File: src/rtl/multicycle_ctrl_pkg.sv
// ============================================================================
// Module : multicycle_ctrl_pkg
// Brief  : Shared opcodes, ALU command codes, state encoding and decode types
//          for the WISC-15 multi-cycle controller.
// Rev    : 1.0  initial release
// ============================================================================
`default_nettype none

package multicycle_ctrl_pkg;

    localparam logic [3:0] c_OP_ADD    = 4'b0000;
    localparam logic [3:0] c_OP_PADDSB = 4'b0001;
    localparam logic [3:0] c_OP_SUB    = 4'b0010;
    localparam logic [3:0] c_OP_NAND   = 4'b0011;
    localparam logic [3:0] c_OP_XOR    = 4'b0100;
    localparam logic [3:0] c_OP_SLL    = 4'b0101;
    localparam logic [3:0] c_OP_SRL    = 4'b0110;
    localparam logic [3:0] c_OP_SRA    = 4'b0111;
    localparam logic [3:0] c_OP_LW     = 4'b1000;
    localparam logic [3:0] c_OP_SW     = 4'b1001;
    localparam logic [3:0] c_OP_LHB    = 4'b1010;
    localparam logic [3:0] c_OP_LLB    = 4'b1011;
    localparam logic [3:0] c_OP_B      = 4'b1100;
    localparam logic [3:0] c_OP_CALL   = 4'b1101;
    localparam logic [3:0] c_OP_RET    = 4'b1110;
    localparam logic [3:0] c_OP_HLT    = 4'b1111;

    localparam logic [3:0] c_ALU_ADD    = 4'b0000;
    localparam logic [3:0] c_ALU_SUB    = 4'b0001;
    localparam logic [3:0] c_ALU_PADDSB = 4'b0010;
    localparam logic [3:0] c_ALU_XOR    = 4'b0100;
    localparam logic [3:0] c_ALU_NAND   = 4'b1000;
    localparam logic [3:0] c_ALU_SLL    = 4'b1100;
    localparam logic [3:0] c_ALU_SRL    = 4'b1110;
    localparam logic [3:0] c_ALU_SRA    = 4'b1111;

    localparam logic [2:0] c_ST_BOOT   = 3'd0;
    localparam logic [2:0] c_ST_FETCH  = 3'd1;
    localparam logic [2:0] c_ST_DECODE = 3'd2;
    localparam logic [2:0] c_ST_EXEC   = 3'd3;
    localparam logic [2:0] c_ST_MEM    = 3'd4;
    localparam logic [2:0] c_ST_WB     = 3'd5;
    localparam logic [2:0] c_ST_HALTED = 3'd6;
    localparam logic [2:0] c_ST_FAULT  = 3'd7;

    // Instruction class selects the path through the sequencer.
    typedef enum logic [2:0] {
        CLS_ALU,
        CLS_LW,
        CLS_SW,
        CLS_BR,
        CLS_CALL,
        CLS_RET,
        CLS_HLT
    } instr_class_e;

    typedef struct packed {
        logic [3:0]   alu_cmd;
        logic         alu_src;
        logic         mem_to_reg;
        logic         set_z;
        logic         set_v;
        instr_class_e cls;
    } decode_t;

endpackage

`default_nettype wire

File: src/rtl/multicycle_ctrl_if.sv
// ============================================================================
// Module : multicycle_ctrl_if
// Brief  : Memory handshake, datapath control and status bundle of the
//          WISC-15 controller.
// Rev    : 1.0  initial release
// ============================================================================
`default_nettype none

interface multicycle_ctrl_if #(
    parameter int ALU_CMD_W = 4,
    parameter int RET_W     = 16
) ();
    logic                 imem_rdy;
    logic [3:0]           opcode;
    logic                 dmem_rdy;
    logic                 imem_req;
    logic                 ir_wrt;
    logic                 pc_wrt;
    logic                 dmem_req;
    logic [ALU_CMD_W-1:0] alu_cmd;
    logic                 alu_src;
    logic                 mem_to_reg;
    logic                 reg_wrt;
    logic                 mem_wrt;
    logic                 branch;
    logic                 call;
    logic                 ret;
    logic                 set_zero;
    logic                 set_over;
    logic                 halt;
    logic                 fault;
    logic [2:0]           state;
    logic [RET_W-1:0]     retired;

    modport master (
        input  imem_rdy, opcode, dmem_rdy,
        output imem_req, ir_wrt, pc_wrt, dmem_req, alu_cmd, alu_src,
               mem_to_reg, reg_wrt, mem_wrt, branch, call, ret,
               set_zero, set_over, halt, fault, state, retired
    );

    modport slave (
        output imem_rdy, opcode, dmem_rdy,
        input  imem_req, ir_wrt, pc_wrt, dmem_req, alu_cmd, alu_src,
               mem_to_reg, reg_wrt, mem_wrt, branch, call, ret,
               set_zero, set_over, halt, fault, state, retired
    );
endinterface

`default_nettype wire

File: src/rtl/multicycle_ctrl_decode.sv
// ============================================================================
// Module : ctrl_decode
// Brief  : Combinational opcode decoder: ALU command, mux selects, flag mask
//          and instruction class.
// Rev    : 1.0  initial release
// ============================================================================
`default_nettype none

module ctrl_decode
    import multicycle_ctrl_pkg::*;
(
    input  logic [3:0] i_opcode,
    output decode_t    o_dec
);

    always_comb begin
        o_dec = '{alu_cmd: c_ALU_ADD, alu_src: 1'b0, mem_to_reg: 1'b0,
                  set_z: 1'b0, set_v: 1'b0, cls: CLS_ALU};
        case (i_opcode)
            c_OP_ADD:    begin o_dec.set_z = 1'b1; o_dec.set_v = 1'b1; end
            c_OP_PADDSB: o_dec.alu_cmd = c_ALU_PADDSB;
            c_OP_SUB:    begin
                o_dec.alu_cmd = c_ALU_SUB;
                o_dec.set_z   = 1'b1;
                o_dec.set_v   = 1'b1;
            end
            c_OP_NAND:   begin o_dec.alu_cmd = c_ALU_NAND; o_dec.set_z = 1'b1; end
            c_OP_XOR:    begin o_dec.alu_cmd = c_ALU_XOR;  o_dec.set_z = 1'b1; end
            c_OP_SLL:    begin
                o_dec.alu_cmd = c_ALU_SLL; o_dec.set_z = 1'b1; o_dec.alu_src = 1'b1;
            end
            c_OP_SRL:    begin
                o_dec.alu_cmd = c_ALU_SRL; o_dec.set_z = 1'b1; o_dec.alu_src = 1'b1;
            end
            c_OP_SRA:    begin
                o_dec.alu_cmd = c_ALU_SRA; o_dec.set_z = 1'b1; o_dec.alu_src = 1'b1;
            end
            c_OP_LW:     begin
                o_dec.alu_src = 1'b1; o_dec.mem_to_reg = 1'b1; o_dec.cls = CLS_LW;
            end
            c_OP_SW:     begin o_dec.alu_src = 1'b1; o_dec.cls = CLS_SW; end
            // LHB/LLB keep the defaults: plain register write-back, no flags.
            c_OP_B:      o_dec.cls = CLS_BR;
            c_OP_CALL:   o_dec.cls = CLS_CALL;
            c_OP_RET:    o_dec.cls = CLS_RET;
            c_OP_HLT:    o_dec.cls = CLS_HLT;
            default:     ;
        endcase
    end

endmodule

`default_nettype wire

File: src/rtl/multicycle_ctrl.sv
// ============================================================================
// Module : multicycle_ctrl
// Brief  : WISC-15 multi-cycle control FSM (FETCH/DECODE/EXEC/MEM/WB) with
//          memory wait timeout and retired-instruction counter.
// Rev    : 1.0  initial release
// ============================================================================
`default_nettype none

module multicycle_ctrl
    import multicycle_ctrl_pkg::*;
#(
    parameter int ALU_CMD_W   = 4,
    parameter int MEM_TIMEOUT = 15,
    parameter int RET_W       = 16
) (
    input  logic                  clk,
    input  logic                  rst,
    multicycle_ctrl_if.master     bus
);

    localparam int c_WCNT_W = (MEM_TIMEOUT > 1) ? $clog2(MEM_TIMEOUT + 1) : 1;
    localparam logic [c_WCNT_W-1:0] c_TIMEOUT = c_WCNT_W'(MEM_TIMEOUT);

    logic [2:0]          r_state;
    logic [2:0]          w_next;
    logic [3:0]          r_ir;
    logic [c_WCNT_W-1:0] r_wait;
    logic [RET_W-1:0]    r_retired;
    decode_t             w_dec;
    logic                w_fetch_done;
    logic                w_mem_wait;
    logic                w_timeout;
    logic                w_retire;
    logic                w_in_instr;
    logic                w_exec;

    ctrl_decode u_decode (
        .i_opcode (r_ir),
        .o_dec    (w_dec)
    );

    assign w_fetch_done = (r_state == c_ST_FETCH) & bus.imem_rdy;
    assign w_mem_wait   = ((r_state == c_ST_FETCH) & ~bus.imem_rdy) |
                          ((r_state == c_ST_MEM)   & ~bus.dmem_rdy);
    assign w_timeout    = (MEM_TIMEOUT != 0) && w_mem_wait && (r_wait == c_TIMEOUT);

    always_comb begin
        w_next = r_state;
        case (r_state)
            c_ST_BOOT:   w_next = c_ST_FETCH;
            c_ST_FETCH:  begin
                if (bus.imem_rdy)   w_next = c_ST_DECODE;
                else if (w_timeout) w_next = c_ST_FAULT;
            end
            c_ST_DECODE: w_next = (w_dec.cls == CLS_HLT) ? c_ST_HALTED : c_ST_EXEC;
            c_ST_EXEC:   begin
                if (w_dec.cls == CLS_LW || w_dec.cls == CLS_SW)
                    w_next = c_ST_MEM;
                else if (w_dec.cls == CLS_BR || w_dec.cls == CLS_RET)
                    w_next = c_ST_FETCH;
                else
                    w_next = c_ST_WB;
            end
            c_ST_MEM:    begin
                if (bus.dmem_rdy)   w_next = (w_dec.cls == CLS_LW) ? c_ST_WB : c_ST_FETCH;
                else if (w_timeout) w_next = c_ST_FAULT;
            end
            c_ST_WB:     w_next = c_ST_FETCH;
            c_ST_HALTED: w_next = c_ST_HALTED;
            c_ST_FAULT:  w_next = c_ST_FAULT;
            default:     w_next = c_ST_BOOT;
        endcase
    end

    // An instruction retires when it hands control back to FETCH, or when HLT parks the core.
    assign w_retire = ((w_next == c_ST_FETCH) &&
                       (r_state == c_ST_EXEC || r_state == c_ST_MEM || r_state == c_ST_WB)) ||
                      ((w_next == c_ST_HALTED) && (r_state == c_ST_DECODE));

    always_ff @(posedge clk or posedge rst) begin
        if (rst) begin
            r_state   <= c_ST_BOOT;
            r_ir      <= 4'b0000;
            r_wait    <= '0;
            r_retired <= '0;
        end else begin
            r_state <= w_next;
            if (w_fetch_done)
                r_ir <= bus.opcode;
            if (w_next != r_state)
                r_wait <= '0;
            else if (w_mem_wait && MEM_TIMEOUT != 0)
                r_wait <= r_wait + c_WCNT_W'(1);
            if (w_retire)
                r_retired <= r_retired + RET_W'(1);
        end
    end

    assign w_in_instr = (r_state == c_ST_EXEC) | (r_state == c_ST_MEM) | (r_state == c_ST_WB);
    assign w_exec     = (r_state == c_ST_EXEC);

    assign bus.imem_req   = (r_state == c_ST_FETCH);
    assign bus.ir_wrt     = w_fetch_done;
    assign bus.pc_wrt     = w_fetch_done |
                            (w_exec & (w_dec.cls == CLS_BR || w_dec.cls == CLS_CALL ||
                                       w_dec.cls == CLS_RET));
    assign bus.dmem_req   = (r_state == c_ST_MEM);
    assign bus.mem_wrt    = (r_state == c_ST_MEM) & (w_dec.cls == CLS_SW);
    assign bus.alu_cmd    = w_in_instr ? ALU_CMD_W'(w_dec.alu_cmd) : '0;
    assign bus.alu_src    = w_in_instr & w_dec.alu_src;
    assign bus.mem_to_reg = w_in_instr & w_dec.mem_to_reg;
    assign bus.reg_wrt    = (r_state == c_ST_WB);
    assign bus.branch     = w_exec & (w_dec.cls == CLS_BR);
    assign bus.call       = w_exec & (w_dec.cls == CLS_CALL);
    assign bus.ret        = w_exec & (w_dec.cls == CLS_RET);
    assign bus.set_zero   = w_exec & w_dec.set_z;
    assign bus.set_over   = w_exec & w_dec.set_v;
    assign bus.halt       = (r_state == c_ST_HALTED);
    assign bus.fault      = (r_state == c_ST_FAULT);
    assign bus.state      = r_state;
    assign bus.retired    = r_retired;

endmodule

`default_nettype wire

File: src/flat_wrapper.sv
// flat-port wrapper written by rule: the top's interface ports become plain ports
module multicycle_ctrl_flat import multicycle_ctrl_pkg::*;
#(
    parameter int ALU_CMD_W   = 4,
    parameter int MEM_TIMEOUT = 15,
    parameter int RET_W       = 16
)
  (clk, rst, bus_imem_rdy, bus_opcode, bus_dmem_rdy, bus_imem_req, bus_ir_wrt, bus_pc_wrt, bus_dmem_req, bus_alu_cmd, bus_alu_src, bus_mem_to_reg, bus_reg_wrt, bus_mem_wrt, bus_branch, bus_call, bus_ret, bus_set_zero, bus_set_over, bus_halt, bus_fault, bus_state, bus_retired);
  multicycle_ctrl_if #(.ALU_CMD_W(ALU_CMD_W), .RET_W(RET_W)) bus_i ();
  input  logic clk;
  input  logic rst;
  input wire logic [$bits(bus_i.imem_rdy)-1:0] bus_imem_rdy;
  input wire logic [$bits(bus_i.opcode)-1:0] bus_opcode;
  input wire logic [$bits(bus_i.dmem_rdy)-1:0] bus_dmem_rdy;
  output wire logic [$bits(bus_i.imem_req)-1:0] bus_imem_req;
  output wire logic [$bits(bus_i.ir_wrt)-1:0] bus_ir_wrt;
  output wire logic [$bits(bus_i.pc_wrt)-1:0] bus_pc_wrt;
  output wire logic [$bits(bus_i.dmem_req)-1:0] bus_dmem_req;
  output wire logic [$bits(bus_i.alu_cmd)-1:0] bus_alu_cmd;
  output wire logic [$bits(bus_i.alu_src)-1:0] bus_alu_src;
  output wire logic [$bits(bus_i.mem_to_reg)-1:0] bus_mem_to_reg;
  output wire logic [$bits(bus_i.reg_wrt)-1:0] bus_reg_wrt;
  output wire logic [$bits(bus_i.mem_wrt)-1:0] bus_mem_wrt;
  output wire logic [$bits(bus_i.branch)-1:0] bus_branch;
  output wire logic [$bits(bus_i.call)-1:0] bus_call;
  output wire logic [$bits(bus_i.ret)-1:0] bus_ret;
  output wire logic [$bits(bus_i.set_zero)-1:0] bus_set_zero;
  output wire logic [$bits(bus_i.set_over)-1:0] bus_set_over;
  output wire logic [$bits(bus_i.halt)-1:0] bus_halt;
  output wire logic [$bits(bus_i.fault)-1:0] bus_fault;
  output wire logic [$bits(bus_i.state)-1:0] bus_state;
  output wire logic [$bits(bus_i.retired)-1:0] bus_retired;
  assign bus_i.imem_rdy = bus_imem_rdy;
  assign bus_i.opcode = bus_opcode;
  assign bus_i.dmem_rdy = bus_dmem_rdy;
  assign bus_imem_req = bus_i.imem_req;
  assign bus_ir_wrt = bus_i.ir_wrt;
  assign bus_pc_wrt = bus_i.pc_wrt;
  assign bus_dmem_req = bus_i.dmem_req;
  assign bus_alu_cmd = bus_i.alu_cmd;
  assign bus_alu_src = bus_i.alu_src;
  assign bus_mem_to_reg = bus_i.mem_to_reg;
  assign bus_reg_wrt = bus_i.reg_wrt;
  assign bus_mem_wrt = bus_i.mem_wrt;
  assign bus_branch = bus_i.branch;
  assign bus_call = bus_i.call;
  assign bus_ret = bus_i.ret;
  assign bus_set_zero = bus_i.set_zero;
  assign bus_set_over = bus_i.set_over;
  assign bus_halt = bus_i.halt;
  assign bus_fault = bus_i.fault;
  assign bus_state = bus_i.state;
  assign bus_retired = bus_i.retired;
  multicycle_ctrl #(.ALU_CMD_W(ALU_CMD_W), .MEM_TIMEOUT(MEM_TIMEOUT), .RET_W(RET_W)) u_core (.clk(clk), .rst(rst), .bus(bus_i));
endmodule
File: config.mk
export PLATFORM = sky130hd
export DESIGN_NAME = multicycle_ctrl_flat
export DESIGN_NICKNAME = d
export VERILOG_FILES = /design/src/rtl/multicycle_ctrl_pkg.sv /design/src/rtl/multicycle_ctrl_if.sv /design/src/rtl/multicycle_ctrl_decode.sv /design/src/rtl/multicycle_ctrl.sv /design/src/flat_wrapper.sv
export SDC_FILE = /design/constraint.sdc
export NUM_CORES = 1
export LEC_CHECK = 0
export ABC_AREA = 1
export CAP_MARGIN = 10
export CORE_ASPECT_RATIO = 1.25
export CORE_MARGIN = 4
export CORE_UTILIZATION = 30
export DETAILED_ROUTE_END_ITERATION = 8
export PLACE_DENSITY = 0.63
export SLEW_MARGIN = 25
export SYNTH_ARGS = -nofsm -noshare
export SYNTH_HDL_FRONTEND = slang
export SYNTH_SLANG_ARGS = --single-unit
File: constraint.sdc
create_clock -name clk -period 2.2 [get_ports clk]
set_input_delay 0.33 -clock clk [delete_from_list [all_inputs] [get_ports clk]]
set_output_delay 0.33 -clock clk [all_outputs]
set_load 0.005 [all_outputs]
==> impl_metrics.env, run 1 <==
export IMPL_layout_drive_gt1_share=0.114
export IMPL_place_congestion=0.921
export IMPL_wl_mm=4.79
export IMPL_timing_hold_ws_ns=0.408
export IMPL_synth_edf_count=0
export IMPL_ir_worst_vdd_mv=0.235
export IMPL_critPathKind="reg -> out"
export IMPL_vias=1903
export IMPL_finalCriticalPeriod_ns=2.11
export IMPL_drt_iter0_markers=97
export IMPL_wire_per_inst_um=11.8
export IMPL_rsz0062_at_grt="true"
export IMPL_post_drt_via_cell_ratio=4.68
export IMPL_drc=0
export IMPL_synth_seq_cells=27
export IMPL_htreeDepth=1
export IMPL_dieHeight_um=96.2
export IMPL_timing_rr_start="u_core.bus.retired[0]$_DFFE_PP0P_"
export IMPL_cts_buffers=3
export IMPL_p_leak_uw=0.00123
export IMPL_slew_viol_final=0
export IMPL_power_frac_comb=0.076
export IMPL_grt_pass1_vias=1838
export IMPL_fin_nets=336
export IMPL_worstSetupStartpointType="register"
export IMPL_power_internal_uw=660
export IMPL_worstMarginPinSlew_ns=0.350
export IMPL_firstDrtPassIters=4
export IMPL_finalSetupTns_ns=0
export IMPL_period_share=0.959
export IMPL_overflow=0
export IMPL_die_w_um=78.5
export IMPL_dp_hpwl_mm=3.59
export IMPL_relSlewSlack=0.765
export IMPL_r2r_cells=10
export IMPL_grt_pass1_wl_mm=8.12
export IMPL_power_switching_uw=204
export IMPL_cp_max_fo=7
export IMPL_p_clk_frac=0.331
export IMPL_ys_warnings_count=0
export IMPL_powerDensity_nw_per_um2=339
export IMPL_syn_to_final_growth_pct=36.6
export IMPL_synthArstFlopShare=1.00
export IMPL_grt_max_degree=28
export IMPL_synth_cells=272
export IMPL_syn_avg_cell_area_um2=6.86
export IMPL_worstSetupEndpointType="output pin"
export IMPL_hp_class="in -> async"
export IMPL_path_clk_slew_ns=0.10
export IMPL_initial_core_util=0.314
export IMPL_synth_area_um2=1870
export IMPL_cp_required_ns=1.87
export IMPL_n_antenna_cell=0
export IMPL_status="finished clean"
export IMPL_setup_viol=0
export IMPL_placed_area_um2=2410
export IMPL_grtUsageTotal=0.130
export IMPL_num_rows=31
export IMPL_swShare=0.236
export IMPL_p_seq_frac=0.593
export IMPL_clk_latency_ns=0.27
export IMPL_crit_start="u_core.bus.state[1]$_DFF_PP0_"
export IMPL_syn_nets=282
export IMPL_synth_cell_types=28
export IMPL_hold_buffers=0
export IMPL_cts_tree="yes"
export IMPL_antenna_found_initial=0
export IMPL_fin_area_um2=2550
export IMPL_cts_root_buf="clkbuf_8"
export IMPL_timing_fmax_ghz=0.474
export IMPL_worstPathArrival_ns=1.78
export IMPL_ys_seq_area_frac=0.362
export IMPL_die_area_um2=7550
export IMPL_ctsLongestPathBuffers=2
export IMPL_fillCellCount=607
export IMPL_skew_ns=0.00554
export IMPL_ios=46
export IMPL_hold_viol=0
export IMPL_portBuffers=45
export IMPL_cts_num_sinks=27
export IMPL_ant_nets=0
export IMPL_drv_cap=0
export IMPL_synthFlopType="dfrtp_1"
export IMPL_core_area_um2=5930
## cells by family after synthesis
kind of cell             share of synthesized area
AO/OA/AOI/OAI                               0.0557
flip-flops                                   0.362
adder cells (fa/ha/maj)                     0.0134
XOR/XNOR                                    0.0704
AND/OR/NAND/NOR                              0.403
buffers and inverters                       0.0952
## layout make-up
cell class,instances,area [µm²],area share
Clock buffer,4,45.0,0.0177
Multi-Input combinational cell,204,1050,0.412
Sequential cell,27,679,0.267
Inverter,35,134,0.0526
Timing Repair Buffer,55,537,0.211
Tap cell,82,103,0.0403
## layout by cell type, fill, tap and decap left out, types with 4 or more instances in the layout
master and n:
nand2_1 80, clkdlybuf4s50_1 42, nand3_1 33, inv_1 29, nor2_1 28, dfrtp_1 24
nor3_1 12, xor2_1 10, o21ai_0 9, buf_4 9, nor2_2 5, xnor2_1 5
inv_2 4
## cells in the mapped netlist (all sizes together) (2+ instances only)
library cell / instances / share of area
o21ai: 13 / 0.039
dfrtp: 27 / 0.36
o22ai: 2 / 0.0067
nand3: 35 / 0.097
xnor2: 5 / 0.023
nor3: 12 / 0.032
nor2: 35 / 0.080
nand4: 3 / 0.018
ha: 2 / 0.013
inv: 34 / 0.068
xor2: 10 / 0.047
buf: 6 / 0.025
nand2: 83 / 0.17
## per-stage QoR
step,cells,util,worst slack [ns],total power [µW]
2_1_floorplan,272,-,0.621,555
3_3_place_gp,398,0.406,0.237,580
3_5_place_dp,398,0.406,0.217,580
4_1_cts,402,0.416,0.0391,866
5_1_grt,407,0.429,-0.00670,898
6_report,407,0.429,0.0904,863
## critical path, cell delays in order (launching register included)
cell and delay (ns):
dfrtp_2 0.50, buf_6 0.16, o21ai_4 0.19, nand3_1 0.10
inv_1 0.07, clkdlybuf4s50_1 0.49
## power groups by stage
| stage | clock, µW | sequential (µW) | combinational [µW] |
|---|---|---|---|
| finish | 286 | 512 | 65.5 |
| global route | 310 | 514 | 74.4 |
| CTS | 295 | 512 | 59.0 |
| detailed placement | 0 | 521 | 58.5 |
| global placement | 0 | 521 | 58.7 |
| floorplan | 0 | 517 | 37.6 |
## state kept, by name, indices dropped and copies added, names as in the netlist
| register | flops |
|---|---|
| u_core.bus.retired | 16 |
| u_core.r_ir | 4 |
| u_core.r_wait | 4 |
| u_core.bus.state | 3 |
## path summary, 6_finish.rpt
path	to	slack, ns
worst max-delay path	bus_alu_cmd[3]	0.09
worst min-delay path	u_core.r_ir[1]$_DFFE_PP0P_	0.41
worst max register to register	u_core.bus.retired[14]$_DFFE_PP0P_	0.33
worst min register to register	u_core.bus.retired[15]$_DFFE_PP0P_	0.58
max in group asynchronous	u_core.bus.state[1]$_DFF_PP0_	1.50
min in group clk	u_core.bus.retired[15]$_DFFE_PP0P_	0.58
## repair_timing
item                                    4_1_cts  5_1_grt
endpoints found under the setup margin        8       12
pin swaps                                     0        1
resized for setup                             5       17
buffers inserted                              0        5
## metal layers
metal,track usage,wire length (µm),vias up
met5,0,0,-
met4,0.0219,10,0
met3,0.0253,253,2
met2,0.234,2430,50
met1,0.164,2100,884
li1,-,-,967
Power figures use the tool's default switching activity.
==> run 2: changes to the inputs <==
--- a/config.mk
+++ b/config.mk
@@ -12,7 +12,6 @@
 export CORE_UTILIZATION = 30
 export DETAILED_ROUTE_END_ITERATION = 8
 export PLACE_DENSITY = 0.63
-export SLEW_MARGIN = 25
 export SYNTH_ARGS = -nofsm -noshare
 export SYNTH_HDL_FRONTEND = slang
 export SYNTH_SLANG_ARGS = --single-unit
==> results of run 2 <==
Final layout, timing and power as in run 1 (identical DEF).
==> run 3: changes to the inputs <==
==> constraint.sdc (replaced) <==
create_clock -name clk -period 2.4 [get_ports clk]
set_input_delay 0.36 -clock clk [delete_from_list [all_inputs] [get_ports clk]]
set_output_delay 0.36 -clock clk [all_outputs]
set_load 0.005 [all_outputs]
==> impl_metrics.env, run 3 (synthesis results as in run 1) <==
export IMPL_status="finished clean"
export IMPL_initial_core_util=0.314
export IMPL_grt_pass1_wl_mm=8.10
export IMPL_crit_path_max_incr_delay_ns=0.49
export IMPL_drt_iter0_markers=68
export IMPL_ios=46
export IMPL_htreeDepth=1
export IMPL_overflow=0
export IMPL_antenna_found_initial=0
export IMPL_hold_viol=0
export IMPL_core_area_um2=5930
export IMPL_critPathKind="reg -> out"
export IMPL_cp_max_fo=8
export IMPL_portBuffers=45
export IMPL_grt_max_degree=28
export IMPL_largest_reg_flops=16
export IMPL_post_drt_via_cell_ratio=4.64
export IMPL_regArea_um2=681
export IMPL_cp_num_buf_inv=3
export IMPL_die_w_um=78.5
export IMPL_path_depth=6
export IMPL_powerDensity_nw_per_um2=319
export IMPL_n_antenna_cell=0
export IMPL_grtUsageTotal=0.129
export IMPL_worstMarginPinSlew_ns=0.368
export IMPL_vias=1855
export IMPL_grt_pass1_vias=1874
export IMPL_p_leak_uw=0.00115
export IMPL_firstDrtPassIters=4
export IMPL_cts_num_sinks=27
export IMPL_path_clk_slew_ns=0.10
export IMPL_wire_per_inst_um=11.8
export IMPL_timing_rr_end="u_core.bus.retired[11]$_DFFE_PP0P_"
export IMPL_skew_ns=0.00765
export IMPL_worstSetupStartpointType="register"
export IMPL_cts_root_buf="clkbuf_8"
export IMPL_timing_rr_start="u_core.r_wait[0]$_DFFE_PP0P_"
export IMPL_cts_tree="yes"
export IMPL_num_rows=31
export IMPL_ir_worst_vdd_mv=0.204
export IMPL_crit_end="bus_alu_cmd[0]"
export IMPL_wl_mm=4.72
export IMPL_worstPathArrival_ns=1.86
export IMPL_timing_fmax_ghz=0.450
export IMPL_drc=0
export IMPL_period_share=0.926
export IMPL_critPathTopFamily="buffers and inverters"
export IMPL_die_area_um2=7550
export IMPL_place_congestion=0.871
export IMPL_worstSetupEndpointType="output pin"
export IMPL_finalSetupTns_ns=0
export IMPL_power_total_uw=785
export IMPL_crit_start="u_core.bus.state[2]$_DFF_PP0_"
export IMPL_fin_nets=329
export IMPL_hp_class="in -> async"
export IMPL_layout_drive_gt1_share=0.0755
export IMPL_rsz0062_at_grt="false"
export IMPL_crit_path_top_delay_cell="clkdlybuf4s50_1"
export IMPL_drv_cap=0
export IMPL_clk_latency_ns=0.27
export IMPL_cp_required_ns=2.04
export IMPL_dieHeight_um=96.2
export IMPL_r2r_cells=8
export IMPL_ant_nets=0
export IMPL_crit_chain="inv_4, nand3_2, o21ai_4, o21ai_0, inv_1, clkdlybuf4s50_1"
export IMPL_relSlewSlack=0.755
export IMPL_fillCellCount=656
export IMPL_multiInputGateArea_um2=1020
export IMPL_setup_viol=0
export IMPL_slew_viol_final=0
export IMPL_finalCriticalPeriod_ns=2.22
export IMPL_r2r_setup_slack_ns=0.54
export IMPL_final_cell_mix="nand2_1 (81), clkdlybuf4s50_1 (45), nand3_1 (34), inv_1 (32), nor2_1 (30)"
export IMPL_final_common_cell="nand2_1"
export IMPL_syn_to_final_growth_pct=31.7
export IMPL_cts_buffers=3
export IMPL_ctsLongestPathBuffers=2
export IMPL_dp_hpwl_mm=3.57
==> run 3: cell types whose count changed in the layout (fill, tap and decap cells not counted), moves of 2 or more <==
cell,previous run,this run
nor2_1,28,30
inv_2,4,1
inv_1,29,32
dlymetal6s2s_1,3,0
buf_4,9,3
o21ai_1,2,0
clkdlybuf4s50_1,42,45
o21ai_0,9,11
==> run 3: worst register-to-register path, cell delays in order (launching register included) <==
cell,delay [ns]
dfrtp_1,0.42
ha_1,0.22
nand2_1,0.07
nor2_1,0.22
nand3_1,0.21
nand4_4,0.28
nand2_4,0.20
nand2_1,0.11
nand2_1,0.05
==> run 3: routing by layer <==
metal / vias up / part of all wire / track usage
li1: 955 / - / -
met1: 846 / 0.44 / 0.160
met2: 52 / 0.51 / 0.239
met3: 2 / 0.047 / 0.0206
met4: 0 / 0.0036 / 0.0219
met5: - / 0 / 0
==> run 3: area by class of cell <==
type	count	area share
Clock buffer	3	0.0168
Clock inverter	1	0.00204
Inverter	35	0.0545
Multi-Input combinational cell	204	0.415
Sequential cell	27	0.277
Tap cell	82	0.0418
Timing Repair Buffer	48	0.193
==> run 3: repair_timing <==
| action | in CTS | in global routing |
|---|---|---|
| hold buffers | 0 | 0 |
| setup endpoints to repair | 0 | 7 |
| gates resized for setup | 0 | 6 |
| endpoints found under the hold margin | 0 | 0 |
| setup buffers | 0 | 0 |
==> run 3: through the flow <==
| step | instance area (µm²) | setup WS, ns | hold WS (ns) | std cells | util |
|---|---|---|---|---|---|
| 2_1_floorplan | 1870 | 0.821 | 0.413 | 272 | - |
| 3_3_place_gp | 2390 | 0.387 | 0.545 | 396 | 0.404 |
| 3_5_place_dp | 2390 | 0.365 | 0.552 | 396 | 0.404 |
| 4_1_cts | 2440 | 0.0777 | 0.454 | 400 | 0.411 |
| 5_1_grt | 2460 | 0.00321 | 0.485 | 400 | 0.414 |
| 6_report | 2460 | 0.176 | 0.439 | 400 | 0.414 |
==> run 3: how the worst min path moves through the flow <==
stage                                       start                                  to
2_1_floorplan                                 rst   u_core.bus.retired[0]$_DFFE_PP0P_
3_3_place_gp   u_core.bus.retired[15]$_DFFE_PP0P_  u_core.bus.retired[15]$_DFFE_PP0P_
3_5_place_dp   u_core.bus.retired[15]$_DFFE_PP0P_  u_core.bus.retired[15]$_DFFE_PP0P_
4_1_cts                                       rst          u_core.r_ir[1]$_DFFE_PP0P_
5_1_grt                                       rst          u_core.r_ir[1]$_DFFE_PP0P_
6_report                                      rst          u_core.r_ir[1]$_DFFE_PP0P_
==> run 3: power breakdown <==
group          leakage, µW  internal [µW]  switching [µW]  total, µW
combinational     0.000786           20.7            32.2       52.9
clock            0.0000255            116             147        263
sequential        0.000338            461            8.02        469
total              0.00115            598             187        785
==> RTL change, RTL diff (flow settings as in run 3) <==
Register the output `bus.fault`, without a reset; this adds one clock of latency there.
--- a/src/rtl/multicycle_ctrl.sv
+++ b/src/rtl/multicycle_ctrl.sv
@@ -117,5 +117,7 @@
     assign bus.set_over   = w_exec & w_dec.set_v;
     assign bus.halt       = (r_state == c_ST_HALTED);
-    assign bus.fault      = (r_state == c_ST_FAULT);
+    always_ff @(posedge clk) begin
+        bus.fault <= (r_state == c_ST_FAULT);
+    end
     assign bus.state      = r_state;
     assign bus.retired    = r_retired;
Behaviour: no difference found for any inputs over 10 cycles, from zero or initial values and one cycle with rst high; that may be too few to reach the edited logic, so the function may still have changed.
==> RTL change against run 3 <==
- sequential cell count up 1
- final area is 0.46% higher
- critical path depth did not move
- worst hold slack improved by 0.017 ns
- area after synthesis increased by 0.47%
- worst setup slack got worse by 0.044 ns
- power is 2.3% higher
- register-to-register slack got worse by 0.02 ns
- sequential power up 3%
- combinational power rose by 0.8%
- wire length rose by 0.91%
- global-route usage is 0.23 points higher
- critical path type unchanged
- largest cell class unchanged
==> RTL change: results (changes against run 3) <==
metric	value	unit	change
DP Area	2410	sq um	+0.68%
multi-input gates	203		-0.49%
post-synthesis compound-gate area fraction	5.54	%	-0.026 points
Largest stage delay, worst path	0.49	ns	about the same
first-pass GRT wire length	8180	um	+1.0%
Clock Skew	0.00264	ns	-0.00502 ns
most frequent cells after synthesis	nand2_1 (81), nand3_1 (34), inv_1 (31)		
VDD IR max	0.216	mV	+5.7%
TritonCTS Sinks	28		+3.7%
Util after Layout	41.6	%	+0.19 points
Largest register FFs	16		unchanged
# diodes	0		unchanged
routed wire length	4760	um	+0.91%
leak pwr	1.16	nW	+1.1%
Arr. time, crit path	1.91	ns	+0.05 ns
asr flop ratio synth	96.4	%	-3.6 points
global-route usage over all layers	13.2	%	+0.23 points
post-synthesis xor/xnor area fraction	7.01	%	-0.033 points
number of non-clock buffers in the layout	49		+2.1%
top cells by area, synth	dfrtp_1 (36%), nand2_1 (16%), nand3_1 (9.1%)		
fraction of layout cells with a size suffix above 1	6.60	%	-0.94 points
Synth Net Count	281		-0.35%
Filler cells	628		-4.3%
Post-Synth Adder-Cell Area	1.34	%	-0.0063 points
Post-Syn Area per Cell	6.92	sq um	+0.84%
Inverters	34		-2.9%
Clock-cell share	1.83	%	-0.059 points
DP Worst Slack	0.381	ns	+0.0153 ns
final-layout non-clock buffer area share	19.5	%	+0.22 points
HP Class	input pin to async pin		
Max-Slew Margin vs Limit	74.9	%	-0.62 points
CTS Buf Count	3		unchanged
proportion of synthesized area in mux cells	0	%	unchanged
via count	1924		+3.7%
DP Wirelength	3610	um	+1.1%
clock slew at reported path FFs	0.09	ns	
clkbuf count	4		+1
sequential cell area share	28.2	%	+0.53 points
status	complete, no violations		
RD Place Congestion	0.873		+0.29%
largest net degree at the start of global routing	28		unchanged
sequential share of the synthesized area	37.1	%	+0.90 points
Iter 0 DRT Violations	60		-12%
Multi-input gate area	1010	sq um	-0.74%
Slowest-stage cell, CP	clkdlybuf4s50_1		
[RTL change: path summary, 6_finish.rpt]
path	startpoint	cells past startpoint	slack, ns	to
min in group clk	u_core.bus.retired[15]	2	0.57	u_core.bus.retired[15]
worst max register to register	u_core.bus.state[0]	8	0.52	u_core.bus.retired[8]
max in group asynchronous	rst	3	1.66	u_core.bus.state[1]
worst min-delay path	rst	3	0.46	u_core.r_wait[1]
worst max-delay path	u_core.bus.state[2]	6	0.13	bus_alu_cmd[0]
worst min register to register	u_core.bus.retired[15]	2	0.57	u_core.bus.retired[15]
[RTL change: metal layers]
metal  GRT usage [%]  wire (um)
met1            15.8       2120
met4            3.79         48
met2            24.2       2340
met5               0          0
met3            2.23        249
[RTL change: what timing repair did]
action                     CTS  global route
setup endpoints to repair    0             4
buffers inserted             0             0
resized for setup            0             3
[RTL change: power breakdown]
part	internal, W	total (W)	switching [W]
Sequential	0.000477	0.000485	0.00000832
Clock	0.000119	0.000264	0.000145
Combinational	0.0000208	0.0000533	0.0000325
